$ cat config.mk
export PLATFORM = sky130hd
export DESIGN_NAME = uart_word_tx
export DESIGN_NICKNAME = d
export VERILOG_FILES = /design/src/rtl/uart_word_tx.sv
export SDC_FILE = /design/constraint.sdc
export NUM_CORES = 1
export LEC_CHECK = 0
export ABC_AREA = 1
export BUFFER_PORTS_ARGS = -buffer_cell sky130_fd_sc_hd__buf_4
export CORE_MARGIN = 2
export CORE_UTILIZATION = 57
export CTS_BUF_LIST = sky130_fd_sc_hd__clkbuf_8
export DETAILED_ROUTE_END_ITERATION = 12
export GPL_TIMING_DRIVEN = 1
export HOLD_SLACK_MARGIN = 0.05
export PLACE_DENSITY = 0.75
export SYNTH_ARGS = -nofsm -noshare
export SYNTH_HDL_FRONTEND = slang
export SYNTH_SLANG_ARGS = --single-unit
$ cat constraint.sdc
create_clock -name clk -period 2.8 [get_ports clk]
set_input_delay 0 -clock clk [delete_from_list [all_inputs] [get_ports clk]]
set_output_delay 0 -clock clk [all_outputs]
set_load 0.05 [all_outputs]
$ cat src/rtl/uart_word_tx.sv
// ---------------------------------------------------------------------------
// uart_word_tx
//   Word-level UART transmitter. 32-bit words are pushed through a
//   valid/ready handshake into a small FIFO and each word is sent as four
//   8N1 bytes (least-significant byte first), matching the IM/DM loader
//   that reassembles four bytes, LSB byte first, into one RAM word.
//
// Optional feature:
//   UART_WORD_TX_PARITY_EN  when defined, an even-parity bit follows the
//                           8 data bits of every byte (8E1 framing).
//
// Parameters:
//   CLKS_PER_BIT    clock cycles per bit time (2..65535)
//   FIFO_DEPTH_BIT  FIFO holds 2**FIFO_DEPTH_BIT words
//   GAP_BITS        idle bit times appended after each stop bit (0..15)
//
// Ports:
//   clk         system clock, rising edge
//   rst         synchronous active-high reset
//   word_valid  word_data is valid this cycle
//   word_data   word to transmit
//   word_ready  FIFO can accept a word (low while rst is high)
//   Tx_Serial   registered UART line, idle high
//   busy        frame on the line or FIFO non-empty
//   fifo_level  number of buffered words
// ---------------------------------------------------------------------------
module uart_word_tx #(
    parameter logic [15:0] CLKS_PER_BIT   = 16'd10417,
    parameter int          FIFO_DEPTH_BIT = 2,
    parameter int          GAP_BITS       = 0
) (
    input  logic                    clk,
    input  logic                    rst,
    input  logic                    word_valid,
    input  logic [31:0]             word_data,
    output logic                    word_ready,
    output logic                    Tx_Serial,
    output logic                    busy,
    output logic [FIFO_DEPTH_BIT:0] fifo_level
);

    localparam int                      DEPTH      = 1 << FIFO_DEPTH_BIT;
    localparam logic [15:0]             BAUD_LAST  = CLKS_PER_BIT - 16'd1;
    // Only meaningful when GAP_BITS > 0; the GAP state is unreachable otherwise.
    localparam logic [3:0]              GAP_LAST   = 4'(GAP_BITS - 1);
    localparam logic [FIFO_DEPTH_BIT:0] LEVEL_FULL = (FIFO_DEPTH_BIT + 1)'(DEPTH);
    localparam logic [FIFO_DEPTH_BIT:0] LEVEL_ONE  = (FIFO_DEPTH_BIT + 1)'(1);
    localparam logic [FIFO_DEPTH_BIT-1:0] PTR_ONE  = FIFO_DEPTH_BIT'(1);

`ifdef UART_WORD_TX_PARITY_EN
    typedef enum logic [2:0] {S_IDLE, S_START, S_DATA, S_PARITY, S_STOP, S_GAP} state_t;
`else
    typedef enum logic [2:0] {S_IDLE, S_START, S_DATA, S_STOP, S_GAP} state_t;
`endif

    state_t                    state_q, state_d;
    logic [15:0]               baud_q, baud_d;
    logic [2:0]                bit_q, bit_d;
    logic [3:0]                gap_q, gap_d;
    logic [1:0]                byte_q, byte_d;
    logic [31:0]               shift_q, shift_d;
    logic                      tx_q, tx_d;
    logic [FIFO_DEPTH_BIT-1:0] wr_ptr_q, rd_ptr_q;
    logic [FIFO_DEPTH_BIT:0]   level_q, level_d;
    logic [31:0]               fifo_mem [DEPTH];

    logic                      push;
    logic                      pop;
    logic                      bit_end;
    logic                      byte_done;
    logic [7:0]                byte_cur;

    assign word_ready = ~rst && (level_q < LEVEL_FULL);
    assign push       = word_valid && word_ready;
    assign bit_end    = (baud_q == BAUD_LAST);
    assign busy       = (state_q != S_IDLE) || (level_q != '0);
    assign fifo_level = level_q;
    assign Tx_Serial  = tx_q;

    // FIFO storage is tiny, so it is read asynchronously: the popped word
    // must land in the shift register on the same edge as the pop.
    always_ff @(posedge clk) begin
        if (push) begin
            fifo_mem[wr_ptr_q] <= word_data;
        end
    end

    always_comb begin
        state_d   = state_q;
        baud_d    = baud_q;
        bit_d     = bit_q;
        gap_d     = gap_q;
        byte_d    = byte_q;
        shift_d   = shift_q;
        pop       = 1'b0;
        byte_done = 1'b0;

        case (state_q)
            S_IDLE: begin
            end
            S_START: begin
                if (bit_end) begin
                    state_d = S_DATA;
                    bit_d   = 3'd0;
                end
            end
            S_DATA: begin
                if (bit_end) begin
                    if (bit_q == 3'd7) begin
`ifdef UART_WORD_TX_PARITY_EN
                        state_d = S_PARITY;
`else
                        state_d = S_STOP;
`endif
                    end else begin
                        bit_d = bit_q + 3'd1;
                    end
                end
            end
`ifdef UART_WORD_TX_PARITY_EN
            S_PARITY: begin
                if (bit_end) begin
                    state_d = S_STOP;
                end
            end
`endif
            S_STOP: begin
                if (bit_end) begin
                    if (GAP_BITS == 0) begin
                        byte_done = 1'b1;
                    end else begin
                        state_d = S_GAP;
                        gap_d   = 4'd0;
                    end
                end
            end
            S_GAP: begin
                if (bit_end) begin
                    if (gap_q == GAP_LAST) begin
                        byte_done = 1'b1;
                    end else begin
                        gap_d = gap_q + 4'd1;
                    end
                end
            end
            default: state_d = S_IDLE;
        endcase

        if (state_q != S_IDLE) begin
            baud_d = bit_end ? 16'd0 : baud_q + 16'd1;
        end

        // End of a byte frame: byte counter wraps 3 -> 0 at end of word.
        if (byte_done) begin
            byte_d = byte_q + 2'd1;
            if (byte_q != 2'd3) begin
                shift_d = {8'd0, shift_q[31:8]};
                state_d = S_START;
            end else begin
                state_d = S_IDLE;
            end
        end

        // Pop from IDLE, or straight from the last stop/gap bit so queued
        // words follow each other with no idle cycle in between.
        if (((state_q == S_IDLE) || (byte_done && (byte_q == 2'd3))) && (level_q != '0)) begin
            pop     = 1'b1;
            shift_d = fifo_mem[rd_ptr_q];
            byte_d  = 2'd0;
            bit_d   = 3'd0;
            state_d = S_START;
        end

        // Line value for the state being entered, so Tx_Serial is a register.
        byte_cur = shift_d[7:0];
        case (state_d)
            S_START:  tx_d = 1'b0;
            S_DATA:   tx_d = byte_cur[bit_d];
`ifdef UART_WORD_TX_PARITY_EN
            S_PARITY: tx_d = ^byte_cur;
`endif
            default:  tx_d = 1'b1;
        endcase

        case ({push, pop})
            2'b10:   level_d = level_q + LEVEL_ONE;
            2'b01:   level_d = level_q - LEVEL_ONE;
            default: level_d = level_q;
        endcase
    end

    always_ff @(posedge clk) begin
        if (rst) begin
            state_q  <= S_IDLE;
            baud_q   <= 16'd0;
            bit_q    <= 3'd0;
            gap_q    <= 4'd0;
            byte_q   <= 2'd0;
            shift_q  <= 32'd0;
            tx_q     <= 1'b1;
            wr_ptr_q <= '0;
            rd_ptr_q <= '0;
            level_q  <= '0;
        end else begin
            state_q  <= state_d;
            baud_q   <= baud_d;
            bit_q    <= bit_d;
            gap_q    <= gap_d;
            byte_q   <= byte_d;
            shift_q  <= shift_d;
            tx_q     <= tx_d;
            level_q  <= level_d;
            if (push) begin
                wr_ptr_q <= wr_ptr_q + PTR_ONE;
            end
            if (pop) begin
                rd_ptr_q <= rd_ptr_q + PTR_ONE;
            end
        end
    end

endmodule

==> results.cfg <==
[sta]
clock.fmax_mhz = 381.3
final_hold_viol_count = 0
hold_slack_ns = 0.07453
relSlewSlack_pct = 62.33
clock-skew-final_ns = 0.008852
setup_tns_ns = 0
rsz0062_at_grt = false
worstMarginPinSlew_ns = 0.5629
fin_crit_ns = 2.623
final-setup-viol-count = 0
period_share_pct = 93.66
timing.final.max_slew_violations = 0

[floorplanning]
start_util_pct = 58.34
die-area_mm2 = 0.01581
rows = 44
coreArea_mm2 = 0.01448
die_h_um = 125.7
die_x_um = 125.7
top_level_ports = 41

[detailed_routing]
wl_um = 17480
vias = 6099
drc = 0
dr.pass1.iters = 5
ant_nets = 0
viasPerCell = 5.732
wire_per_inst_um = 16.43
drt_iter0_drc = 570

[layout]
diodes = 0
drive_above_1_share_pct = 18.41
multiInputGateArea_mm2 = 0.002825
fill_cells = 1077
area_growth_pct = 15.11
post-route-util_pct = 67.15
nets = 913
seq_area_mm2 = 0.005248

[clock_tree]
clock-sinks = 198
cts-buffers-inserted = 17
cts-root-buf = clkbuf_8
clk_pin_slew_ns = 0.10
insertion_delay_ns = 0.47
htreeDepth = 4
cts_tree = yes
clock_path_buffers = 2

[power_and_ir_drop]
power_mw = 8.027
netSwitchingPower_mw = 2.861
intPower_mw = 5.166
powerDensity_mw_per_mm2 = 825.6
p_sw_share_pct = 35.64
p_leak_nw = 3.471
ir_drop_mv = 0.5114
pwr-share-comb_pct = 31.4
clockPowerShare_pct = 22.4
power.share.sequential_pct = 46.2

[critical_path]
cp-end-kind = register
startpoint_type = register
cp_max_fo = 12
worstPathCellList = inv_1 -> ha_4 -> nand2_1 -> nor2_2 -> nand2_2 -> nor2_8 -> nand3_4 -> nand2_4 -> nand2_8 -> inv_6 -> ha_1 -> inv_1 -> fa_1 -> a21oi_1 -> o21ai_0 -> xor2_1 -> nor2_1
cp_common_cell = inv_1
worst_ep_required_time_ns = 3.15
crit_arrival_ns = 2.98
cpPeakStageDelay_ns = 0.39
rr_worst_depth = 17
crit_slowest_cell = fa_1
regToRegSetupSlack_ns = 0.18
path_class = reg2reg
cp-startpoint = baud_q[0]
r2r-start = baud_q[0]

[logic_synthesis]
ys.flop_type = edfxtp_1
ys_top_cells_by_area = edfxtp_1 (46%), dfxtp_1 (17%), nor2_1 (5.9%), nand2_1 (4.1%), o32ai_1 (2.9%)
yosys.cell_count.top_type = nor2_1
syn_avg_cell_area_um2 = 10.72
syn-num-nets = 834
ys_seq_area_share_pct = 62.09
yosysWarnings = 0
ys_ff_latch = 198
async_flop_share_pct = 0
synthDistinctLibCells = 54
synth_edf_count = 128
syn-instance-count = 788
yosysTopAreaCell = edfxtp_1
yosysTopAreaCellShare_pct = 45.50
synthTopCellsByCount = nor2_1 (132), edfxtp_1 (128), nand2_1 (92)
synthesis.area_mm2 = 0.008447

[placement]
io_buffers = 40
dp_hpwl_um = 10710
gp_congestion = 0.9288

[job]
maxCapViolCount = 0

[global_route]
grt_max_degree = 54
grt_pass1_wl_um = 28170
grt-ovfl-total = 0
track_usage_pct = 22.69
antenna_found_initial = 0
grt_pass1_vias = 5865

[min_path]
worstHoldPathCells = 3
min_path_type = in2reg
hp-start = word_valid

[status]
status = finished clean
-- final timing paths --
check	to
max	fifo_level[2]
min	wr_ptr_q[1]
max reg2reg	fifo_level[2]
min reg2reg	shift_q[24]
-- sequential cells by signal (all words and copies together) (netlist names), 3 cells and up, named ones only --
| name | flops |
|---|---|
| baud_q | 16 |
| bit_q | 3 |
| fifo_level | 3 |
| fifo_mem | 128 |
| gap_q | 4 |
| shift_q | 32 |
| state_q | 3 |
-- per-stage QoR --
step,worst slack (ns),instances,cell area (um^2)
floorplan,-0.2093,788,8457
global placement,0.1877,989,8909
detailed placement,0.1004,989,8909
CTS,0.06645,1054,9633
global route,0.01411,1064,9723
finish,0.1775,1064,9723
-- placed cells by master, fill, tap and decap left out, drive strengths merged, types with 32 or more instances in the layout --
cell	n
a21oi	55
buf	65
dfxtp	70
dlygate4sd3	33
edfxtp	128
inv	57
nand2	111
nand3	32
nor2	139
o21ai	51
-- worst max-delay path, delay by kind of cell, from the launching register on --
family                   cells  cell delay [ns]
buffers and inverters        3             0.27
adder cells (fa/ha/maj)      3             0.68
AND/OR/NAND/NOR              8             0.81
AO/OA/AOI/OAI                2             0.27
XOR/XNOR                     1             0.14
flip-flops                   1             0.34
-- timing repair --
| action | in CTS | in global routing |
|---|---|---|
| setup endpoints to repair | 0 | 3 |
| endpoints found under the hold margin | 162 | 0 |
| gates resized for setup | 0 | 3 |
| hold buffers | 33 | 0 |
| buffers inserted | 0 | 10 |
-- logic make-up after synthesis --
family | synth area share [%]
mux | 0.4740
compound gates | 12.34
simple gates | 18.12
xor+xnor | 0.5037
fa+ha+maj | 1.718
flops | 62.09
buf+inv | 4.755
-- cell type report --
type	count	area share, %
Clock buffer	17	2.406
Multi-Input combinational cell	502	29.06
Inverter	50	2.007
Sequential cell	198	53.97
Tap cell	184	2.368
Timing Repair Buffer	98	8.545
Clock inverter	15	1.647
-- routing by layer --
| layer | GRT usage, % | wire (um) |
|---|---|---|
| met2 | 39.71 | 8939 |
| met5 | 0 | 0 |
| met3 | 4.291 | 726 |
| met4 | 9.308 | 451 |
| met1 | 27.78 | 7362 |
-- power by group through the flow --
stage	logic, mW	registers [mW]	clock network, mW
floorplan	1.79	3.75	0
global placement	2.26	3.76	0
detailed placement	2.31	3.77	0
CTS	2.37	3.70	1.82
global route	2.78	3.75	1.94
finish	2.52	3.71	1.80
Note: power is estimated with default switching activity, not from simulation.
